==> src/rtl/mul_iter.sv <==
`default_nettype none
// ============================================================================
// Module      : mul_iter
// Description : Iterative 32x32 shift-add multiplier (MULT/MULTU), one
//               partial product per cycle, 64-bit {HI,LO} result.
// Revision    : 1.0 - initial release
// ============================================================================
module mul_iter #(
    parameter int ZERO_SHORTCUT = 1
) (
    input  logic        clk,
    input  logic        rst,
    input  logic        signed_mul_i,
    input  logic [31:0] opdata1_i,
    input  logic [31:0] opdata2_i,
    input  logic        start_i,
    input  logic        annul_i,
    output logic [63:0] result_o,
    output logic        ready_o
);

    localparam logic [1:0] c_ST_IDLE = 2'd0;
    localparam logic [1:0] c_ST_BUSY = 2'd1;
    localparam logic [1:0] c_ST_DONE = 2'd2;

    logic [1:0]  r_state,  w_state_nxt;
    logic [63:0] r_mcand,  w_mcand_nxt;
    logic [31:0] r_mplier, w_mplier_nxt;
    logic [63:0] r_acc,    w_acc_nxt;
    logic [5:0]  r_cnt,    w_cnt_nxt;
    logic        r_sign1,  w_sign1_nxt;
    logic        r_sign2,  w_sign2_nxt;
    logic [63:0] r_result, w_result_nxt;
    logic        r_ready,  w_ready_nxt;

    logic        w_neg1, w_neg2, w_zero_op;
    logic [31:0] w_mag1, w_mag2;
    logic [63:0] w_acc_sum;

    // Magnitudes are taken as unsigned, so 0x80000000 yields 2^31 cleanly.
    assign w_neg1    = opdata1_i[31] & signed_mul_i;
    assign w_neg2    = opdata2_i[31] & signed_mul_i;
    assign w_mag1    = w_neg1 ? (~opdata1_i + 32'd1) : opdata1_i;
    assign w_mag2    = w_neg2 ? (~opdata2_i + 32'd1) : opdata2_i;
    assign w_zero_op = (ZERO_SHORTCUT != 0) && ((opdata1_i == 32'd0) || (opdata2_i == 32'd0));
    assign w_acc_sum = r_acc + (r_mplier[0] ? r_mcand : 64'd0);

    always_comb begin
        w_state_nxt  = r_state;
        w_mcand_nxt  = r_mcand;
        w_mplier_nxt = r_mplier;
        w_acc_nxt    = r_acc;
        w_cnt_nxt    = r_cnt;
        w_sign1_nxt  = r_sign1;
        w_sign2_nxt  = r_sign2;
        w_result_nxt = r_result;
        w_ready_nxt  = r_ready;
        case (r_state)
            c_ST_IDLE: begin
                w_result_nxt = 64'd0;
                w_ready_nxt  = 1'b0;
                if (start_i && !annul_i) begin
                    w_sign1_nxt  = w_neg1;
                    w_sign2_nxt  = w_neg2;
                    w_mcand_nxt  = {32'd0, w_mag1};
                    w_mplier_nxt = w_mag2;
                    w_acc_nxt    = 64'd0;
                    w_cnt_nxt    = 6'd0;
                    if (w_zero_op) begin
                        w_state_nxt = c_ST_DONE;
                        w_ready_nxt = 1'b1;
                    end else begin
                        w_state_nxt = c_ST_BUSY;
                    end
                end
            end
            c_ST_BUSY: begin
                if (annul_i) begin
                    w_state_nxt  = c_ST_IDLE;
                    w_result_nxt = 64'd0;
                    w_ready_nxt  = 1'b0;
                end else begin
                    w_acc_nxt    = w_acc_sum;
                    w_mcand_nxt  = {r_mcand[62:0], 1'b0};
                    w_mplier_nxt = {1'b0, r_mplier[31:1]};
                    w_cnt_nxt    = r_cnt + 6'd1;
                    // Counter reads 31 on the edge performing the 32nd iteration.
                    if (r_cnt == 6'd31) begin
                        w_state_nxt  = c_ST_DONE;
                        w_ready_nxt  = 1'b1;
                        w_result_nxt = (r_sign1 ^ r_sign2) ? (~w_acc_sum + 64'd1) : w_acc_sum;
                    end
                end
            end
            c_ST_DONE: begin
                if (!start_i) begin
                    w_state_nxt  = c_ST_IDLE;
                    w_result_nxt = 64'd0;
                    w_ready_nxt  = 1'b0;
                end
            end
            default: begin
                w_state_nxt  = c_ST_IDLE;
                w_result_nxt = 64'd0;
                w_ready_nxt  = 1'b0;
            end
        endcase
    end

    always_ff @(posedge clk) begin
        if (rst) begin
            r_state  <= c_ST_IDLE;
            r_mcand  <= 64'd0;
            r_mplier <= 32'd0;
            r_acc    <= 64'd0;
            r_cnt    <= 6'd0;
            r_sign1  <= 1'b0;
            r_sign2  <= 1'b0;
            r_result <= 64'd0;
            r_ready  <= 1'b0;
        end else begin
            r_state  <= w_state_nxt;
            r_mcand  <= w_mcand_nxt;
            r_mplier <= w_mplier_nxt;
            r_acc    <= w_acc_nxt;
            r_cnt    <= w_cnt_nxt;
            r_sign1  <= w_sign1_nxt;
            r_sign2  <= w_sign2_nxt;
            r_result <= w_result_nxt;
            r_ready  <= w_ready_nxt;
        end
    end

    assign result_o = r_result;
    assign ready_o  = r_ready;

endmodule
`default_nettype wire

==> config.mk <==
export PLATFORM = sky130hd
export DESIGN_NAME = mul_iter
export DESIGN_NICKNAME = d
export VERILOG_FILES = /design/src/rtl/mul_iter.sv
export SDC_FILE = /design/constraint.sdc
export NUM_CORES = 1
export LEC_CHECK = 0
export ABC_AREA = 1
export CAP_MARGIN = 40
export CORE_MARGIN = 3
export CORE_UTILIZATION = 50
export DETAILED_ROUTE_END_ITERATION = 8
export GPL_ROUTABILITY_DRIVEN = 0
export GPL_TIMING_DRIVEN = 1
export PLACE_DENSITY = 0.72
export RECOVER_POWER = 25
export SLEW_MARGIN = 15
export SYNTH_ARGS = -nofsm -noshare
export SYNTH_HDL_FRONTEND = slang
export SYNTH_SLANG_ARGS = --single-unit
==> constraint.sdc <==
create_clock -name clk -period 3.5 [get_ports clk]
set_input_delay 0.7 -clock clk [delete_from_list [all_inputs] [get_ports clk]]
set_output_delay 0.7 -clock clk [all_outputs]
set_load 0.005 [all_outputs]
==> flow_results.org <==
** Status
- The run finished with clean final reports.

** Detailed routing
- Sum of routed wire length over all layers :: roughly 70000 um
- After detailed routing, the average wire length per cell comes to ~17 um.
- The detailed router finished its first iteration with 2502 violations.
- The first detailed-routing pass took 8 iterations.
- Vias :: 23330
- DRC violations left :: 0
- Average via count per standard cell :: 5.514
- Number of nets with antenna violations after routing :: 0

** Timing
- The worst pin sits at a relative slew slack of around a quarter.
- Final hold violation count :: 0
- Static timing analysis puts the maximum clock frequency at 292.3 MHz.
- Slew @ Worst Pin :: ~1.1 ns
- Final critical-path required period :: between 3 and 4 ns
- Setup repair after global routing could not meet its margin everywhere.
- Across the routed clock network, the largest skew measured is 0.03816 ns.
- Part of the cycle the worst path needs :: 97.74%
- Setup violations remaining at the end of the flow were counted as 0.
- The number of pins with negative max-slew slack in the final report came to 0.
- Setup WS post-layout :: just under 0.08 ns

** Die
- IO Count :: 134
- The core region is 37140 um^2.
- The die covers 40560 um^2.
- Die width :: roughly 200 um
- Starting density of the core :: 51.40%
- In this run the core area contains 70 standard-cell rows.
- The floorplan step set the die height to 201.4 um.

** Power and ir drop
- Net Sw Power :: 0.002202 W
- Internal power comes to between 0.004 and 0.005 W.
- Portion of total power attributed to combinational logic :: about a fifth
- In this run switching power makes up 31.11% of total power.
- The design draws between 0.007 and 0.008 W.
- Per report_power, the sequential group accounts for 40.4% of the total.
- Static power due to leakage :: 12.32 nW
- Power Dens Cells :: 283.5 nW/um^2
- Clock power share :: 39.6%
- Peak supply drop :: 0.3322 mV

** Clock network
- The tree is rooted in a sky130_fd_sc_hd__clkbuf_16.
- In this run the number of H-tree levels came out at 1.
- # hold bufs at CTS :: 0
- The clock passes through at most 3 buffers.
- TritonCTS built the clock tree.
- Buffers inserted during clock tree synthesis total 27.
- CTS clk-pin slew, worst paths :: 0.07 ns
- Worst skew pair latency :: 0.59 ns
- Sink Count :: between 200 and 250

** Logic synthesis
- The mapped netlist covers 19090 um^2.
- Yosys attributes the largest share of cell area to sky130_fd_sc_hd__nand2_1, sky130_fd_sc_hd__dfxtp_1, sky130_fd_sc_hd__inv_1.
- Yosys printed 0 warnings.
- Among all cell types in the netlist, the one instantiated most often is sky130_fd_sc_hd__nand2_1.
- In this run, synthesis inferred 0 flip-flops with an integrated enable.
- The most used flip-flop cell after synthesis is sky130_fd_sc_hd__dfxtp_1.
- Of the total synthesized cell area, the portion taken by full adders, half adders and majority gates is 4.497%.
- Area fraction in compound gates after synthesis :: 14.01%
- Netlist cell types :: 47
- Proportion of netlist area held by the largest area contributor :: 25.11%
- Number of instances in the synthesized netlist :: 3445
- By count the netlist is led by sky130_fd_sc_hd__nand2_1, sky130_fd_sc_hd__inv_1, sky130_fd_sc_hd__a21oi_1.
- In this run the mean area of a mapped cell was approximately 5.5 um^2.
- By area, the combinational part of the netlist is dominated by simple AND/OR/NAND/NOR gates.
- Post-synthesis xor/xnor area fraction :: approximately 2.8%
- Synthesis produced a netlist with a net count of 3582.
- Of the post-synthesis cell area, the part taken by muxes is 0%.
- For this run, the register share of the synthesized area comes to roughly a quarter.
- Simple-gate share of the synthesized area :: between 40% and 50%
- sky130_fd_sc_hd__nand2_1 takes more of the synthesized area than any other cell.
- For this run, asynchronously set or reset flops after synthesis account for 0%.
- FF+latch count, synth :: between 200 and 250

** Placed design
- Detailed placement HPWL :: 52670 um
- Including well taps, the total number of placed cells is around 4200.
- # port buffers :: 133
- OpenSTA, run right after detailed placement, puts the worst setup slack at -0.2603 ns.

** Global route
- Total global routing track utilization :: 32.08%
- Entering global routing, the biggest net connects between 150 and 200 pins.
- The initial antenna violation count is 0.
- Global-route wire length before repair :: 107400 um
- Summed over all layers, the global routing overflow is 0.
- Via count of the first global-routing pass :: 21070

** Finish
- Nets :: ~3800
- The number of antenna diodes in the final layout is 0.
- The sequential cells in the finished layout cover a total of 4708 um^2.
- Number of standard cells in the layout, taps in and fillers out :: 4231
- The layout has 3371 filler cells.
- From synthesis to final layout, the design area changed by 30.77%.
- Area of the multi-input gates :: 13840 um^2
- Of the cells placed in the final design, the portion with a size suffix greater than 1 is 18.62%.

** Setup path
- STA puts the critical path data required time at approximately 4 ns.
- Tracing the worst setup path back leads to its startpoint at r_mplier[0].
- STA classifies the critical path startpoint as a register.
- CP Data Arrival Time :: 3.85 ns
- Startpoint of the worst register-to-register path :: r_mplier[0]
- The critical path is of the register to register type.
- Largest fanout of any net on the critical path :: 22
- Crit. End Element :: register

** Job
- Across the run, the number of max-cap violations was 0.

** Min path
- Class of the most critical hold timing path :: register to register
- The startpoint identified for the worst hold timing path is result_o[22].
## final timing paths
| check | end | slack, ns | depth (start not counted) |
|---|---|---|---|
| worst max-delay path | result_o[60] | 0.08 | 23 |
| worst min-delay path | result_o[22] | 0.46 | 2 |
| worst max register to register | result_o[60] | 0.08 | 23 |
| worst min register to register | result_o[22] | 0.46 | 2 |
## final cells by class
type                    instances  share of cell area [%]
clock buffers                  34                   2.932
clock inverters                16                  0.5363
inverters                     514                   7.729
multi-input cells            2588                   55.45
flip-flops and latches        235                   18.86
well taps                     504                   2.526
repair buffers                340                   11.96
## metal layers
metal	up-vias	GRT usage [%]	wire length, um
li1	11310	-	-
met1	10600	43.89	28940
met2	1166	51.07	30480
met3	246	4.757	7270
met4	0	12.53	3330
met5	-	0	0
## state kept, by name, summed over array words and instances (netlist names)
name,cells
r_acc,64
r_cnt,6
r_mcand,64
r_mplier,32
r_sign1,1
r_sign2,1
r_state,2
ready_o,1
result_o,64
## worst max-delay path, cell delays in order, from the launching register on
cell	delay (ns)
sky130_fd_sc_hd__dfxtp_4	0.37
sky130_fd_sc_hd__buf_12	0.16
sky130_fd_sc_hd__buf_12	0.16
sky130_fd_sc_hd__nand2_1	0.06
sky130_fd_sc_hd__inv_1	0.06
sky130_fd_sc_hd__ha_4	0.33
sky130_fd_sc_hd__nand2_1	0.15
sky130_fd_sc_hd__nor2_2	0.20
sky130_fd_sc_hd__nand2_2	0.11
sky130_fd_sc_hd__buf_4	0.16
sky130_fd_sc_hd__nor4_2	0.30
sky130_fd_sc_hd__nand2_2	0.15
sky130_fd_sc_hd__nand2_2	0.11
sky130_fd_sc_hd__nand2_1	0.06
sky130_fd_sc_hd__nand2_1	0.11
sky130_fd_sc_hd__nand2_2	0.09
sky130_fd_sc_hd__nor2_2	0.15
sky130_fd_sc_hd__nand2_1	0.09
sky130_fd_sc_hd__nor2_1	0.13
sky130_fd_sc_hd__nand2_2	0.11
sky130_fd_sc_hd__nand2_1	0.07
sky130_fd_sc_hd__nand2_1	0.04
sky130_fd_sc_hd__nand3_1	0.06
sky130_fd_sc_hd__a21oi_1	0.06
## timing repair
action                     4_1_cts  5_1_grt
setup endpoints to repair       23       43
gates resized for setup         44      427
pin swaps                        2       55
buffers inserted                 2       22
cloned                           1        0
## logic make-up after synthesis
family,Yosys count
flops,235
simple gates,1943
xor+xnor,62
fa+ha+maj,68
compound gates,515
buf+inv,622
## power groups by stage
stage | clock network, W | logic (W) | registers [W]
2_1_floorplan | 0 | 0.000809 | 0.00289
3_3_place_gp | 0 | 0.00124 | 0.00291
3_5_place_dp | 0 | 0.00126 | 0.00291
4_1_cts | 0.00284 | 0.00129 | 0.00286
5_1_grt | 0.00296 | 0.00154 | 0.00287
6_report | 0.00281 | 0.00141 | 0.00286
## per-stage QoR
| stage | instance area (um^2) | utilization [%] | hold slack, ns | setup TNS, ns |
|---|---|---|---|---|
| 2_1_floorplan | 19090 | - | 0.4454 | 0 |
| 3_3_place_gp | 22110 | 59.55 | 0.4521 | -2.588 |
| 3_5_place_dp | 22110 | 59.55 | 0.4549 | -3.156 |
| 4_1_cts | 23160 | 62.36 | 0.4650 | -0.001188 |
| 5_1_grt | 24960 | 67.22 | 0.4743 | -1.256 |
| 6_report | 24960 | 67.22 | 0.4612 | 0 |
## placed cells by master, fill, tap and decap left out, types with 11 or more instances in the layout
| cell | instances |
|---|---|
| sky130_fd_sc_hd__nand2_1 | 1149 |
| sky130_fd_sc_hd__inv_1 | 488 |
| sky130_fd_sc_hd__a21oi_1 | 288 |
| sky130_fd_sc_hd__dfxtp_1 | 234 |
| sky130_fd_sc_hd__buf_4 | 198 |
| sky130_fd_sc_hd__nor2_1 | 188 |
| sky130_fd_sc_hd__nand3_1 | 181 |
| sky130_fd_sc_hd__o21ai_0 | 157 |
| sky130_fd_sc_hd__nand2_2 | 138 |
| sky130_fd_sc_hd__clkdlybuf4s50_1 | 101 |
| sky130_fd_sc_hd__nor2_2 | 92 |
| sky130_fd_sc_hd__nor2_4 | 48 |
| sky130_fd_sc_hd__xor2_1 | 46 |
| sky130_fd_sc_hd__nand4_1 | 36 |
| sky130_fd_sc_hd__ha_4 | 36 |
| sky130_fd_sc_hd__dlygate4sd3_1 | 31 |
| sky130_fd_sc_hd__clkbuf_16 | 27 |
| sky130_fd_sc_hd__inv_2 | 23 |
| sky130_fd_sc_hd__nand3_2 | 22 |
| sky130_fd_sc_hd__ha_1 | 22 |
| sky130_fd_sc_hd__a31oi_1 | 21 |
| sky130_fd_sc_hd__nor3_1 | 19 |
| sky130_fd_sc_hd__nand2_4 | 16 |
| sky130_fd_sc_hd__xnor2_1 | 15 |
| sky130_fd_sc_hd__a21oi_2 | 15 |
| sky130_fd_sc_hd__or2_2 | 11 |
Power figures use the tool's default switching activity.
